==> config.mk <==
export PLATFORM = sky130hd
export DESIGN_NAME = oled_receiver
export DESIGN_NICKNAME = d
export VERILOG_FILES = /design/src/rtl/oled_receiver.sv
export SDC_FILE = /design/constraint.sdc
export NUM_CORES = 1
export LEC_CHECK = 0
export ABC_AREA = 1
export CORE_MARGIN = 8
export CORE_UTILIZATION = 30
export DETAILED_ROUTE_END_ITERATION = 7
export REMOVE_ABC_BUFFERS = 1
export SYNTH_ARGS = -nofsm -noshare
export SYNTH_HDL_FRONTEND = slang
export SYNTH_SLANG_ARGS = --single-unit
==> constraint.sdc <==
create_clock -name HCLK -period 2 [get_ports HCLK]
set_clock_uncertainty 0.15 [all_clocks]
set_input_delay 0.2 -clock HCLK [delete_from_list [all_inputs] [get_ports HCLK]]
set_output_delay 0.2 -clock HCLK [all_outputs]
set_load 0.1 [all_outputs]
==> src/rtl/oled_receiver.sv <==
// ----------------------------------------------------------------------------
// oled_receiver
// Display-side end of the four-wire OLED link. Deserialises bytes from
// SDIN/SCLK, decodes the SetX (0x15), SetY (0x75) and SetPixel (0x5C)
// commands, tracks the column/row window and write pointer, and emits one
// RGB565 pixel write for every high/low data byte pair.
//
// Ports:
//   HCLK, HRESETn     system clock, synchronous active-low reset
//   nCS, DnC, SDIN,   serial link (SCLK is synchronous to HCLK)
//   SCLK
//   byte_valid/_data/_dnc  completed-byte report, one cycle per byte
//   pix_we, pix_x, pix_y, pix_data  pixel write strobe, address and colour
//   unknown_cmd       pulse for a command byte outside the decoded set
//
// Decode FSM:
//   state     | meaning
//   IDLE      | no command in progress, data bytes ignored
//   X_START   | SetX seen, waiting for first column
//   X_END     | waiting for last column
//   Y_START   | SetY seen, waiting for first row
//   Y_END     | waiting for last row
//   PIX_HI    | SetPixel active, waiting for colour high byte
//   PIX_LO    | high byte held, waiting for colour low byte
// ----------------------------------------------------------------------------
module oled_receiver #(
    parameter int COLS = 96,
    parameter int ROWS = 64
) (
    input  logic        HCLK,
    input  logic        HRESETn,
    input  logic        nCS,
    input  logic        DnC,
    input  logic        SDIN,
    input  logic        SCLK,
    output logic        byte_valid,
    output logic [7:0]  byte_data,
    output logic        byte_dnc,
    output logic        pix_we,
    output logic [6:0]  pix_x,
    output logic [5:0]  pix_y,
    output logic [15:0] pix_data,
    output logic        unknown_cmd
);

    typedef enum logic [2:0] {
        S_IDLE    = 3'd0,
        S_X_START = 3'd1,
        S_X_END   = 3'd2,
        S_Y_START = 3'd3,
        S_Y_END   = 3'd4,
        S_PIX_HI  = 3'd5,
        S_PIX_LO  = 3'd6
    } state_t;

    localparam logic [7:0] CMD_SET_X   = 8'h15;
    localparam logic [7:0] CMD_SET_Y   = 8'h75;
    localparam logic [7:0] CMD_SET_PIX = 8'h5C;
    localparam logic [6:0] X_MAX       = 7'(COLS - 1);
    localparam logic [5:0] Y_MAX       = 6'(ROWS - 1);

    state_t      state_q, state_d;
    logic        sclk_q;
    logic [2:0]  bit_cnt_q, bit_cnt_d;
    logic [7:0]  shift_q, shift_d;
    logic [6:0]  col_start_q, col_start_d, col_end_q, col_end_d;
    logic [5:0]  row_start_q, row_start_d, row_end_q, row_end_d;
    logic [6:0]  x_q, x_d;
    logic [5:0]  y_q, y_d;
    logic [7:0]  hi_q, hi_d;

    logic        byte_valid_q, byte_valid_d;
    logic [7:0]  byte_data_q, byte_data_d;
    logic        byte_dnc_q, byte_dnc_d;
    logic        pix_we_q, pix_we_d;
    logic [6:0]  pix_x_q, pix_x_d;
    logic [5:0]  pix_y_q, pix_y_d;
    logic [15:0] pix_data_q, pix_data_d;
    logic        unknown_q, unknown_d;

    logic        bit_edge;
    logic        byte_done;
    logic [7:0]  rx_byte;

    // A held-high SCLK yields one edge only; nCS high masks the edge so a
    // bit coinciding with nCS rising is dropped.
    assign bit_edge  = !nCS && SCLK && !sclk_q;
    assign byte_done = bit_edge && (bit_cnt_q == 3'd7);
    assign rx_byte   = {shift_q[6:0], SDIN};

    always_comb begin
        shift_d   = shift_q;
        bit_cnt_d = bit_cnt_q;
        if (nCS) begin
            bit_cnt_d = 3'd0;
        end else if (bit_edge) begin
            shift_d   = rx_byte;
            bit_cnt_d = bit_cnt_q + 3'd1;
        end
    end

    // State register
    always_ff @(posedge HCLK) begin
        if (!HRESETn) state_q <= S_IDLE;
        else          state_q <= state_d;
    end

    // Next-state logic; a command byte always restarts decoding.
    always_comb begin
        state_d = state_q;
        if (byte_done) begin
            if (!DnC) begin
                case (rx_byte)
                    CMD_SET_X:   state_d = S_X_START;
                    CMD_SET_Y:   state_d = S_Y_START;
                    CMD_SET_PIX: state_d = S_PIX_HI;
                    default:     state_d = S_IDLE;
                endcase
            end else begin
                case (state_q)
                    S_X_START: state_d = S_X_END;
                    S_X_END:   state_d = S_IDLE;
                    S_Y_START: state_d = S_Y_END;
                    S_Y_END:   state_d = S_IDLE;
                    S_PIX_HI:  state_d = S_PIX_LO;
                    S_PIX_LO:  state_d = S_PIX_HI;
                    default:   state_d = S_IDLE;
                endcase
            end
        end
    end

    // Output and datapath logic
    always_comb begin
        byte_valid_d = byte_done;
        byte_data_d  = byte_data_q;
        byte_dnc_d   = byte_dnc_q;
        pix_we_d     = 1'b0;
        pix_x_d      = pix_x_q;
        pix_y_d      = pix_y_q;
        pix_data_d   = pix_data_q;
        unknown_d    = 1'b0;
        col_start_d  = col_start_q;
        col_end_d    = col_end_q;
        row_start_d  = row_start_q;
        row_end_d    = row_end_q;
        x_d          = x_q;
        y_d          = y_q;
        hi_d         = hi_q;

        if (byte_done) begin
            byte_data_d = rx_byte;
            byte_dnc_d  = DnC;
            if (!DnC) begin
                unknown_d = (rx_byte != CMD_SET_X) && (rx_byte != CMD_SET_Y) &&
                            (rx_byte != CMD_SET_PIX);
            end else begin
                case (state_q)
                    S_X_START: col_start_d = rx_byte[6:0];
                    S_X_END: begin
                        col_end_d = rx_byte[6:0];
                        x_d       = col_start_q;
                    end
                    S_Y_START: row_start_d = rx_byte[5:0];
                    S_Y_END: begin
                        row_end_d = rx_byte[5:0];
                        y_d       = row_start_q;
                    end
                    S_PIX_HI: hi_d = rx_byte;
                    S_PIX_LO: begin
                        pix_we_d   = 1'b1;
                        pix_x_d    = x_q;
                        pix_y_d    = y_q;
                        pix_data_d = {hi_q, rx_byte};
                        // Wrapping at the panel edge as well as the window end
                        // keeps an inverted window (start > end) on the panel.
                        if ((x_q == col_end_q) || (x_q == X_MAX)) begin
                            x_d = col_start_q;
                            if ((y_q == row_end_q) || (y_q == Y_MAX)) y_d = row_start_q;
                            else                                      y_d = y_q + 6'd1;
                        end else begin
                            x_d = x_q + 7'd1;
                        end
                    end
                    default: ;
                endcase
            end
        end
    end

    always_ff @(posedge HCLK) begin
        if (!HRESETn) begin
            sclk_q       <= 1'b0;
            bit_cnt_q    <= 3'd0;
            shift_q      <= 8'h00;
            col_start_q  <= 7'd0;
            col_end_q    <= X_MAX;
            row_start_q  <= 6'd0;
            row_end_q    <= Y_MAX;
            x_q          <= 7'd0;
            y_q          <= 6'd0;
            hi_q         <= 8'h00;
            byte_valid_q <= 1'b0;
            byte_data_q  <= 8'h00;
            byte_dnc_q   <= 1'b0;
            pix_we_q     <= 1'b0;
            pix_x_q      <= 7'd0;
            pix_y_q      <= 6'd0;
            pix_data_q   <= 16'h0000;
            unknown_q    <= 1'b0;
        end else begin
            sclk_q       <= SCLK;
            bit_cnt_q    <= bit_cnt_d;
            shift_q      <= shift_d;
            col_start_q  <= col_start_d;
            col_end_q    <= col_end_d;
            row_start_q  <= row_start_d;
            row_end_q    <= row_end_d;
            x_q          <= x_d;
            y_q          <= y_d;
            hi_q         <= hi_d;
            byte_valid_q <= byte_valid_d;
            byte_data_q  <= byte_data_d;
            byte_dnc_q   <= byte_dnc_d;
            pix_we_q     <= pix_we_d;
            pix_x_q      <= pix_x_d;
            pix_y_q      <= pix_y_d;
            pix_data_q   <= pix_data_d;
            unknown_q    <= unknown_d;
        end
    end

    assign byte_valid  = byte_valid_q;
    assign byte_data   = byte_data_q;
    assign byte_dnc    = byte_dnc_q;
    assign pix_we      = pix_we_q;
    assign pix_x       = pix_x_q;
    assign pix_y       = pix_y_q;
    assign pix_data    = pix_data_q;
    assign unknown_cmd = unknown_q;

endmodule
# ---- Word level (Yosys, flattened, before mapping)
# Index checks and enable logic that the tools add are counted.
dict set report op_classes {
  add_sub_neg 3
  eq_ne 18
  n_mux 9
  bitwise_logic 3
  n_reduce_logical 23
}
# operator n
set op_table {}
lappend op_table {{3-bit AND reduction} 8}
lappend op_table {{8-bit by 7-bit == test with 1-bit output, second input constant} 2}
lappend op_table {{8-bit by 7-bit inequality test with 1-bit output, second input constant} 2}
lappend op_table {{7-bit one-hot mux with 2 select lines} 1}
lappend op_table {{3-bit == test, second input constant} 4}
lappend op_table {{6-bit two-way mux} 2}
lappend op_table {{3-bit one-hot mux with 4 select lines} 1}
lappend op_table {{6-bit one-hot mux with 2 select lines} 1}
lappend op_table {{3-bit one-hot mux with 3 select lines} 1}
lappend op_table {{8-bit by 5-bit == test with 1-bit output, second input constant} 1}
lappend op_table {{8-bit by 5-bit inequality test with 1-bit output, second input constant} 1}
lappend op_table {{7-bit by 1-bit adder with 7-bit output, second input constant} 1}
lappend op_table {{7-bit == test} 1}
lappend op_table {{7-bit == test, second input constant} 1}
lappend op_table {{7-bit two-way mux} 1}
lappend op_table {{6-bit by 1-bit adder with 6-bit output, second input constant} 1}
lappend op_table {{3-bit by 2-bit == test with 1-bit output, second input constant} 2}
lappend op_table {{6-bit == test} 1}
lappend op_table {{6-bit == test, second input constant} 1}
lappend op_table {{1-bit logical AND} 5}
lappend op_table {{4-bit AND reduction} 1}
lappend op_table {{2-bit nonzero test} 2}
lappend op_table {{3-bit by 1-bit adder with 3-bit output, second input constant} 1}
lappend op_table {{3-bit by 1-bit == test with 1-bit output, second input constant} 1}
lappend op_table {{9 further kinds} 13}
dict set report word_totals {
  reg_bits 102
  inputBits 6
  out_inout_bits 41
  wordCells 75
}

# ---- Longest topological paths before layout
dict set report depth {
  ltp_word 6
  ltp_mapped 12
  ltp_nobuf 11
}

# ---- Worst setup path after synthesis
# No wires, ideal clock.
dict set report synth_timing {
  path_kind {register -> register}
  start {register bit_cnt_q[0]}
  end {register pix_data_q[0], in the netlist pix_data[0]}
  setup_time_ps 71
  arrival_ps 1445
  required_ps 1779
  path_slack_ps 334
  path_stages_with_launch 10
  n_path_buf 2
  synth_period_minus_slack_ps 1666
  path_cell_list {dfxtp_1 > ha_1 > ha_1 > nand2_4 > nor2_8 > nand2_1 > inv_2 > buf_4 > buf_4 > a21oi_1}
}
dict set report synth_between {
  elab_chain_len 3
}
# element line
set synth_lines {}
lappend synth_lines {{start: declaration} 64} ;# logic [2:0] bit_cnt_q, bit_cnt_d;
lappend synth_lines {{start signal: assignment} 213} ;# bit_cnt_q <= bit_cnt_d;
lappend synth_lines {{3-bit == test} 88} ;# assign byte_done = bit_edge && (bit_cnt_q == 3'd7);
lappend synth_lines {{1-bit logical AND} 88}
lappend synth_lines {{3-bit AND reduction (no source line)} --}
lappend synth_lines {{end signal: assignment} 228} ;# pix_data_q <= pix_data_d;
lappend synth_lines {{end: declaration} 78} ;# logic [15:0] pix_data_q, pix_data_d;
# No other way between the ends.
# A chain may end at the register's enable or synchronous reset.

# ---- Worst setup path after layout
dict set report layout_timing {
  start {register x_q[4]}
  end {register x_q[3]}
}
dict set report layout_between {
  elab_chain_len 4
  word_cells_on_any_way 5
  cone_classes {eq/ne (2); mux (2); reduce/logical (1)}
}
# element line
set layout_lines {}
lappend layout_lines {{start: declaration} 68} ;# logic [6:0] x_q, x_d;
lappend layout_lines {{start signal: assignment} 200} ;# x_q <= 7'd0;
lappend layout_lines {{start signal: assignment} 219} ;# x_q <= x_d;
lappend layout_lines {{7-bit == test} 177} ;# if ((x_q == col_end_q) || (x_q == X_MAX)) begin
lappend layout_lines {{1-bit logical OR (*)} 177}
lappend layout_lines {{7-bit two-way mux (*)} 177}
lappend layout_lines {{7-bit one-hot mux with 2 select lines (*)} 158} ;# case (state_q)
# Mark *: on every way between the ends. The rest lies on a longest branch, timed or not.

==> PnR_summary.wiki <==
{| class="wikitable"
! Metric !! Value
|-
| Growth of design area from synthesis to finish || 23.3%
|-
| Gate count after technology mapping || 555
|-
| Number of iterations in the first detailed-routing pass || 4
|-
| Count of inserted antenna diode cells || 0
|-
| Post-route clock period utilization || 91.3%
|-
| Vertical die dimension || 135 um
|-
| Power per cell area || 775 nW/um^2
|-
| Data required time at the worst endpoint || 2.06 ns
|-
| Sequential area share after synthesis || 48.1%
|-
| Layout Nets || 621
|-
| Post-layout total power || 4.06 mW
|-
| Cell depth of the worst flop-to-flop path || 10
|-
| First-iteration detailed-routing DRC count || 207
|-
| Cell area after synthesis || 4240 sq um
|-
| Number of distinct library cells after synthesis || 30
|-
| Initial Utilization || 30.7%
|-
| Global-route wire length before repair || 17,900 um
|-
| Total routing usage reported by global routing || 12.2%
|-
| Leading cell types in the layout, fill and taps excluded || sky130_fd_sc_hd__dfxtp_1, sky130_fd_sc_hd__nand2_1, sky130_fd_sc_hd__a21oi_1
|-
| Final-report hold violation count || 0
|-
| Mapped Avg Cell Area || 7.64 sq um
|-
| HPWL Detailed || 7500 um
|-
| Setup slack at placement || -0.113 ns
|-
| Maximum capacitance violations || 0
|-
| Chip width || 135 um
|-
| Cell row count || 43
|-
| Die area || 18,200 sq um
|-
| Fill cell count || 1,404
|-
| TritonCTS clock tree || yes
|-
| Predominant post-synthesis flop cell || sky130_fd_sc_hd__dfxtp_1
|-
| Type of the worst setup path || reg2reg
|-
| Relative slew slack || 66.5%
|-
| Largest fanout on the critical path || 8
|-
| VDD IR-drop max || 0.335 mV
|-
| Sum Neg Setup Slack || 0 ns
|-
| Number of synthesized register bits || 102
|-
| Hold WC Path Type || in2reg
|-
| Number of clock sinks seen by CTS || 102
|-
| Yosys synthesis warning count || 0
|-
| Unrepaired setup endpoints after global routing || no
|-
| Clock transition at the registers of the reported paths || 0.07 ns
|-
| WL final || 10,700 um
|-
| Number of buffers inserted during clock tree synthesis || 9
|-
| Final Max Tran Viols || 0
|-
| WL per Instance || 13.4 um
|-
| Sum of overflow across all layers after global routing || 0
|-
| Crit end category || flop
|-
| Setup-violating endpoint count in the final report || 0
|-
| Maximum number of pins on one net before global-route repair || 89
|-
| GP Congestion || 0.863
|-
| Routed vias || 3,696
|-
| Number of global-route vias before repair || 3,600
|-
| Number of antenna violations at the first check in global routing || 0
|-
| Number of port buffers || 46
|-
| Crit path DAT || 1.89 ns
|-
| Antenna viol nets, final || 0
|-
| Final critical-path required period || 1.83 ns
|-
| Root Driver || sky130_fd_sc_hd__clkbuf_16
|-
| Setup slack of the critical path after layout || 0.174 ns
|-
| Worst-skew pair later-pin latency || 0.35 ns
|-
| Core Area || 13,800 sq um
|-
| Transition time of the tightest slew-check pin || 0.501 ns
|-
| H-tree depth || 3
|-
| Leakage power of the design || 2.33 nW
|-
| DR vias/cell || 4.64
|-
| Proportion of register bits with asynchronous set or reset after synthesis || 0%
|-
| DRC Markers || 0
|-
| CTS max path bufs || 2
|-
| Achievable frequency || 548 MHz
|-
| Boundary pin count || 47
|-
| Layout cell share with drive strength beyond 1 || 16.1%
|-
| Commonest non-fill, non-tap cell in the layout || sky130_fd_sc_hd__dfxtp_1
|-
| Post-synth EDFFs || 0
|-
| Critical Path Start Type || flop
|-
| Number of instances on the worst hold path || 3
|-
| Outcome || finished clean
|}
flip-flops by register name, summed over array words and instances (netlist names), 6 cells and up:
signal	count
y_q	6
x_q	7
pix_x	7
pix_data	16
pix_y	6
col_end_q	7
row_end_q	6
byte_data	8
hi_q	8
row_start_q	6
shift_q	7
col_start_q	7
area by class of cell:
type / count / area [sq um] / share of cell area, %
sequential: 102 / 2040 / 39.0
clock inverter: 7 / 96.3 / 1.84
timing repair buffer: 71 / 566 / 10.8
multi-input combinational: 364 / 1840 / 35.2
tap: 180 / 225 / 4.30
clock buffer: 9 / 225 / 4.30
inverter: 63 / 236 / 4.52
what timing repair did:
action,4_1_cts,5_1_grt
buffers inserted,0,4
setup endpoints to repair,0,9
hold buffers,0,0
gates resized for setup,0,3
cell families after synthesis:
kind of cell	Yosys count	share of synthesized area, %
buffers and inverters	89	8.67
DFF	102	48.1
adders and majority gates	4	1.18
and+or+nand+nor	180	18.7
AOI/OAI and AO/OA	169	21.1
xor gates and xnor gates	11	2.27
power breakdown:
| group | leakage (nW) | switching [mW] | total, mW | internal, mW |
|---|---|---|---|---|
| clock | 0.148 | 0.788 | 1.89 | 1.10 |
| sequential | 0.824 | 0.0112 | 2.05 | 2.04 |
| combinational | 1.36 | 0.0838 | 0.118 | 0.0344 |
worst max-delay path, cell delays in order, from the launching register on:
cell and delay [ns]:
sky130_fd_sc_hd__dfxtp_1 0.47, sky130_fd_sc_hd__inv_2 0.09, sky130_fd_sc_hd__nand2_1 0.07, sky130_fd_sc_hd__nand2_1 0.05, sky130_fd_sc_hd__nor2_1 0.13, sky130_fd_sc_hd__nand2_1 0.11
sky130_fd_sc_hd__o21bai_4 0.27, sky130_fd_sc_hd__buf_4 0.16, sky130_fd_sc_hd__nand2_1 0.05, sky130_fd_sc_hd__nand3_1 0.06, sky130_fd_sc_hd__a21oi_1 0.07
synthesized netlist by cell type (4+ instances only):
library cell | n | share of area, %
sky130_fd_sc_hd__dfxtp_1 | 102 | 48
sky130_fd_sc_hd__nand2_1 | 93 | 8.2
sky130_fd_sc_hd__a21oi_1 | 75 | 8.8
sky130_fd_sc_hd__o21ai_0 | 74 | 8.7
sky130_fd_sc_hd__inv_1 | 59 | 5.2
sky130_fd_sc_hd__nor2_1 | 40 | 3.5
sky130_fd_sc_hd__nand3_1 | 29 | 3.4
sky130_fd_sc_hd__clkbuf_1 | 14 | 1.2
sky130_fd_sc_hd__o211ai_1 | 12 | 2.1
sky130_fd_sc_hd__xor2_1 | 9 | 1.9
sky130_fd_sc_hd__buf_2 | 6 | 0.71
sky130_fd_sc_hd__buf_4 | 5 | 0.88
sky130_fd_sc_hd__o21ai_1 | 5 | 0.59
sky130_fd_sc_hd__ha_1 | 4 | 1.2
sky130_fd_sc_hd__nor3_1 | 4 | 0.47
layer usage:
layer  part of all wire [%]  vias to the layer above  GRT usage [%]
met4                    1.5                        0           3.93
met1                     48                     1688           15.6
met2                     46                       62           19.5
met5                      0                        -              0
met3                    4.0                       13           3.05
li1                       -                     1933              -
final timing paths:
check,from,to,slack [ns]
max,x_q[4],x_q[3],0.17
min,HRESETn,row_end_q[3],0.19
max reg2reg,x_q[4],x_q[3],0.17
min reg2reg,hi_q[0],pix_data[8],0.31
through the flow:
| step | util, % | cell area (sq um) | std cells | hold WS, ns |
|---|---|---|---|---|
| after global routing | 37.8 | 5230 | 796 | 0.224 |
| after CTS | 37.6 | 5190 | 792 | 0.199 |
| final | 37.8 | 5230 | 796 | 0.192 |
| after global placement | 35.2 | 4870 | 776 | 0.295 |
| after detailed placement | 35.2 | 4870 | 776 | 0.302 |
| after floorplan | - | 4110 | 529 | 0.128 |
No activity file was read; power rests on OpenSTA's default activity.
